**src/rtl/if_fetch_ctrl.sv**
```systemverilog
// Instruction fetch controller: drives the PC register, issues single-outstanding
// imem requests and buffers one fetched instruction for decode.
module if_fetch_ctrl #(
  parameter int XLEN        = 32,
  parameter int TIMEOUT_CYC = 64,
  parameter int CNT_W       = 8
) (
  input  logic            clk,
  input  logic            rst,
  input  logic [XLEN-1:0] pc_in,
  input  logic [XLEN-1:0] pc_step_in,
  output logic [XLEN-1:0] next_pc,
  output logic            pc_write,
  input  logic            redirect_valid,
  input  logic [XLEN-1:0] redirect_pc,
  output logic            imem_req_valid,
  input  logic            imem_req_ready,
  output logic [XLEN-1:0] imem_addr,
  input  logic            imem_rsp_valid,
  input  logic [XLEN-1:0] imem_rsp_data,
  output logic            id_valid,
  input  logic            id_ready,
  output logic [XLEN-1:0] id_instr,
  output logic [XLEN-1:0] id_pc,
  output logic            fetch_err
);

  // Handshakes: a transfer happens in any cycle where valid and ready are both
  // high; valid never depends on ready, and data is held stable while valid waits.

  typedef enum logic [1:0] {S_REQ, S_WAIT, S_OUT, S_ERR} state_t;

  localparam bit              TO_EN  = (TIMEOUT_CYC != 0);
  localparam logic [CNT_W-1:0] TO_LIM = CNT_W'(TIMEOUT_CYC);

  state_t            state, state_nxt;
  logic              kill, kill_nxt;
  logic [CNT_W-1:0]  cnt, cnt_nxt, cnt_inc;
  logic [XLEN-1:0]   req_pc, req_pc_nxt;
  logic              id_valid_nxt;
  logic [XLEN-1:0]   id_instr_nxt, id_pc_nxt;
  logic              fetch_err_nxt;

  assign imem_addr = pc_in;
  assign cnt_inc   = cnt + CNT_W'(1);

  always_ff @(posedge clk) begin
    if (rst) begin
      state     <= S_REQ;
      kill      <= 1'b0;
      cnt       <= '0;
      req_pc    <= '0;
      id_valid  <= 1'b0;
      id_instr  <= '0;
      id_pc     <= '0;
      fetch_err <= 1'b0;
    end else begin
      state     <= state_nxt;
      kill      <= kill_nxt;
      cnt       <= cnt_nxt;
      req_pc    <= req_pc_nxt;
      id_valid  <= id_valid_nxt;
      id_instr  <= id_instr_nxt;
      id_pc     <= id_pc_nxt;
      fetch_err <= fetch_err_nxt;
    end
  end

  always_comb begin
    state_nxt      = state;
    kill_nxt       = kill;
    cnt_nxt        = cnt;
    req_pc_nxt     = req_pc;
    id_valid_nxt   = id_valid;
    id_instr_nxt   = id_instr;
    id_pc_nxt      = id_pc;
    fetch_err_nxt  = fetch_err;
    imem_req_valid = 1'b0;
    pc_write       = 1'b0;
    next_pc        = pc_step_in;

    case (state)
      S_REQ: begin
        imem_req_valid = !redirect_valid;
        if (redirect_valid) begin
          pc_write = 1'b1;
          next_pc  = redirect_pc;
        end else if (imem_req_ready) begin
          pc_write   = 1'b1;
          req_pc_nxt = pc_in;
          cnt_nxt    = '0;
          state_nxt  = S_WAIT;
        end
      end

      S_WAIT: begin
        if (redirect_valid) begin
          pc_write = 1'b1;
          next_pc  = redirect_pc;
        end
        if (imem_rsp_valid) begin
          kill_nxt = 1'b0;
          // A redirect now or earlier makes this response belong to a dead path.
          if (redirect_valid || kill) begin
            state_nxt = S_REQ;
          end else begin
            id_instr_nxt = imem_rsp_data;
            id_pc_nxt    = req_pc;
            id_valid_nxt = 1'b1;
            state_nxt    = S_OUT;
          end
        end else begin
          cnt_nxt = cnt_inc;
          if (redirect_valid) kill_nxt = 1'b1;
          if (TO_EN && (cnt_inc == TO_LIM)) begin
            fetch_err_nxt = 1'b1;
            state_nxt     = S_ERR;
          end
        end
      end

      S_OUT: begin
        if (redirect_valid) begin
          pc_write     = 1'b1;
          next_pc      = redirect_pc;
          id_valid_nxt = 1'b0;
          state_nxt    = S_REQ;
        end else if (id_ready) begin
          id_valid_nxt = 1'b0;
          state_nxt    = S_REQ;
        end
      end

      S_ERR: begin
        fetch_err_nxt = 1'b1;
      end

      default: state_nxt = S_REQ;
    endcase

    if (rst) pc_write = 1'b0;
  end

endmodule

```
**config.mk**
```make
export PLATFORM = sky130hd
export DESIGN_NAME = if_fetch_ctrl
export DESIGN_NICKNAME = d
export VERILOG_FILES = /design/src/rtl/if_fetch_ctrl.sv
export SDC_FILE = /design/constraint.sdc
export NUM_CORES = 1
export LEC_CHECK = 0
export ABC_AREA = 0
export CAP_MARGIN = 20
export CORE_MARGIN = 1.5
export CORE_UTILIZATION = 30
export CTS_CLUSTER_DIAMETER = 50
export CTS_CLUSTER_SIZE = 24
export DETAILED_ROUTE_END_ITERATION = 8
export MAX_ROUTING_LAYER = met4
export PLACE_DENSITY = 0.65
export SLEW_MARGIN = 20
export SYNTH_ARGS = -nofsm -noshare
export SYNTH_HDL_FRONTEND = slang
export SYNTH_SLANG_ARGS = --single-unit
```
**constraint.sdc**
```tcl
create_clock -name clk -period 2.05 [get_ports clk]
set_clock_uncertainty 0.1 [all_clocks]
set_input_delay 0.41 -clock clk [delete_from_list [all_inputs] [get_ports clk]]
set_output_delay 0.41 -clock clk [all_outputs]
set_load 0.01 [all_outputs]
```
Yosys cells after proc, flatten, opt, wreduce, memory -nomap -nowiden
Index checks and enable logic that the tools add are counted.

cells by class
  $add $sub $neg = 1
  eq/ne operators = 12
  bitwise logic cells = 2
  mux-type cells = 30
  reductions and logical operators = 17

operators with widths
  cell                                            number
  2-to-1 mux 32 bit                               2
  2-to-1 mux 8 bit                                3
  one-hot mux 8 bit (2 select lines)              1
  2-to-1 mux 2 bit                                7
  2-to-1 mux 1 bit                                13
  inequality test 2 bit (second input constant)   6
  AND reduction 3 bit                             3
  adder 8 x 1 -> 8 bit (second input constant)    1
  == test 8 x 7 -> 1 bit (second input constant)  1
  AND reduction 4 bit                             2
  nonzero test 2 bit                              4
  inequality test 3 bit (second input constant)   2
  one-hot mux 1 bit (2 select lines)              3
  one-hot mux 2 bit (3 select lines)              1
  AND reduction 5 bit                             1
  == test 2 bit (second input constant)           2
  nonzero test 3 bit                              1
  OR reduction 3 bit                              1
  == test 2 x 1 -> 1 bit (second input constant)  1
  logical NOT 2 bit                               1
  inverter 1 bit                                  2
  AND reduction 2 bit                             1
  OR reduction 2 bit                              1
  logical NOT 1 bit                               1
  logical OR 1 bit                                1

word-level totals
  input port bits = 134
  word-level logic and storage cells = 70
  flip-flop bits (word level) = 109
  output and inout port bits = 132

Longest topological paths before layout
  word-level depth = 5
  mapped depth = 9
  gate-level depth less buffers = 7

Least setup slack after synthesis
Ideal clock, no wire load.

  path kind = register -> output
  start point = register state[0]
  end point = output port next_pc[12]
  required time = 1540 ps
  data arrival time = 1406 ps
  cell stages (with the launch flop) = 6
  path buffers = 2
  path slack = 134 ps
  cells stage by stage = dfxtp_1 -> ha_1 -> nor2b_1 -> clkbuf_1 -> buf_2 -> mux2_1

between the ends
  word-level cells in the longest chain between the ends = 3
  elaborated cells on any way between the ends = 5
  classes of those cells = eq/ne: 2; mux: 1; reduce/logical: 2

ends and longest elaborated chain
  what                                   line  source
  start, declared                        36    state_t state, state_nxt;
  start signal, assigned                 58    state <= state_nxt;
  == test 2 bit (tied with other cells)  82    case (state)
  OR reduction 3 bit (no line) (*)       -
  2-to-1 mux 32 bit (*)                  -
  end, declared                          12    output logic [XLEN-1:0] next_pc,

Mark *: on every way between the ends. The rest lies on a longest branch, timed or not.

Final worst setup path
  start point = register state[0]
  end point = output port next_pc[19]

The elaborated chain is that of the path after synthesis.

==> flow_metrics.tcl <==
set metrics [dict create \
    portBuffers 265 \
    netlist_top_cells_count "nand2_1 (199), dfxtp_1 (109), a21oi_1 (107), buf_4 (33), mux2_2 (30)" \
    cts_sinks 109 \
    finalHoldViolations 0 \
    vias 4778 \
    grt_pass1_wl_um 22600 \
    finalNonFillerCells 1054 \
    p_total_uw 5520 \
    cap_violations 0 \
    antenna_found_initial 1 \
    r2r_setup_slack_ps 130 \
    clkTransAtPathRegs_ps 70 \
    fmax_mhz 445 \
    worstReg2RegStart "state[1]" \
    drv_slew 0 \
    post-route-period-util 1.10 \
    setup_viol 34 \
    grt_pass1_vias 4396 \
    clk_path_buf_depth 2 \
    r2r_cells 8 \
    start_util 0.310 \
    hold_class "flip-flop to flip-flop" \
    drt-vias-per-instance 4.53 \
    peakVddDrop_mv 0.385 \
    yosysMostFrequentCell "nand2_1" \
    wire_per_inst_um 14.5 \
    hold_path_depth 2 \
    fp.coreArea_um2 15400 \
    die_h_um 129 \
    cp.required_ps 1540 \
    grt_overflow 0 \
    drt_iter0_markers 295 \
    synthFlopType "dfxtp_1" \
    worstSkewPairLatency_ps 340 \
    fin_nets 976 \
    holdPathEnd "id_pc[22]" \
    crit_type "flip-flop to primary output" \
    synth-edff-count 0 \
    max-slew-margin-rel 0.528 \
    grtUsageTotal 0.181 \
    cp-end-kind "primary output" \
    crit_fanout 8 \
    synth.area.top_cells "dfxtp_1 (46%), nand2_1 (16%), a21oi_1 (11%)" \
    powerDensity_nw_per_um2 675 \
    pre_cts_slack_ps -624 \
    root_buffer "clkbuf_16" \
    netlist.area_leader.share 0.458 \
    ys_seq_area_frac 0.458 \
    post-route-util 0.532 \
    hp-start "req_pc[22]" \
    timing.rr.end "id_instr[22]" \
    whs_ps 351 \
    wl_um 15300 \
    worst_slack_ps -199 \
    first_pass_iters 4 \
    die_area_um2 16600 \
    rsz0062_at_grt "true" \
    route.detailed.drc 0 \
    synth_warnings 0 \
    cts_tree "built" \
    grt_max_degree 66 \
    place_congestion 0.763 \
    chipWidth_um 129 \
    p_leak_uw 0.00305 \
    synth_cell_type_count 43 \
    synth.avg_cell_area_um2 8.08 \
    synth-seq-cells 109 \
    synth_nets 728 \
    yosysTopAreaCell "dfxtp_1" \
    drive_above_1_share 0.169 \
    synthesis.area_um2 4760 \
    n_fill_cell 1455 \
    htreeDepth 3 \
    place_inst 1032 \
    numCtsBuffers 9 \
    ant_nets 0 \
    min_period_ps 2250 \
    post-dp-hpwl_um 10900 \
    async_reset_ff_frac 0 \
    worst-endpoint-arrival_ps 1740 \
    rows 45 \
    synthCells 589 \
    syn_to_final_growth_pct 71.9 \
    status "complete, but fails checks" \
    violations "negative setup slack" \
    worst_pin_slew_ps 708 \
    ios 266 \
    cp-start-kind "flip-flop" \
]
where the power goes:
group / total (µW) / internal, µW / switching, µW / leakage (µW)
registers: 2300 / 2230 / 66.6 / 0.000883
clock network: 1650 / 860 / 794 / 0.000132
logic: 1570 / 890 / 682 / 0.00204
repair_timing:
action,CTS,global route
gates cloned,3,0
hold buffers,0,0
setup buffers,2,0
setup endpoints to repair,34,94
gates resized for setup,206,4
cell families after synthesis:
family	count (synthesis)	share of synthesized area
flip-flops	109	0.458
AO/OA/AOI/OAI	132	0.154
adder cells (fa/ha/maj)	5	0.0131
AND/OR/NAND/NOR	232	0.201
multiplexers	34	0.0799
buffers and inverters	77	0.0943
area by class of cell:
type	instances	area (µm²)	share of cell area
Clock inverter	5	33.8	0.00413
Antenna cell	1	2.50	0.000306
Timing Repair Buffer	310	3150	0.385
Sequential cell	109	2180	0.267
Multi-Input combinational cell	403	2290	0.279
Clock buffer	11	243	0.0297
Tap cell	211	264	0.0323
Inverter	4	15.0	0.00183
state kept, by name, indices dropped and copies added (netlist names):
signal	cells
id_pc	32
req_pc	32
state	2
fetch_err	1
kill	1
cnt	8
id_instr	32
id_valid	1
worst max path at each step:
| stage | start | endpoint | slack [ps] | depth (start not counted) |
|---|---|---|---|---|
| floorplan | state[0] | next_pc[12] | 130 | 5 |
| global placement | redirect_valid | next_pc[31] | -610 | 5 |
| finish | state[0] | next_pc[19] | -200 | 6 |
| CTS | state[0] | next_pc[26] | -210 | 6 |
| detailed placement | redirect_valid | next_pc[26] | -620 | 5 |
| global route | state[0] | next_pc[19] | -270 | 6 |
per-stage QoR:
| step | cell area [µm²] | setup TNS [ps] |
|---|---|---|
| floorplan | 4760 | 0 |
| global placement | 7610 | -27070 |
| detailed placement | 7610 | -27100 |
| CTS | 8170 | -6540 |
| global route | 8180 | -8270 |
| finish | 8180 | -5770 |
critical path: stages, from the launching register on:
cell and delay (ps):
dfxtp_2 350, ha_4 170, nor2b_4 160, buf_12 140, buf_16 140, mux2_4 300, buf_2 140
layer usage:
layer	routed length (µm)	vias to the layer above	track usage
li1	-	2419	-
met1	6360	2181	0.208
met2	8030	169	0.322
met3	810	9	0.0320
met4	129	0	0.0509
met5	0	-	-
layout by cell type (no fill, tap or decap), types with 3 or more instances in the layout:
master and n:
a21oi_1 107, a31oi_1 3, buf_12 6, buf_16 3
buf_2 3, buf_4 34, buf_6 33, clkbuf_16 9
clkdlybuf4s50_1 229, dfxtp_1 107, ha_1 3, inv_1 4
mux2_4 32, nand2_1 199, nand2b_1 3, nand3_1 4
nor2_1 6, nor3_1 3, o21ai_0 5
Power figures use the tool's default switching activity.
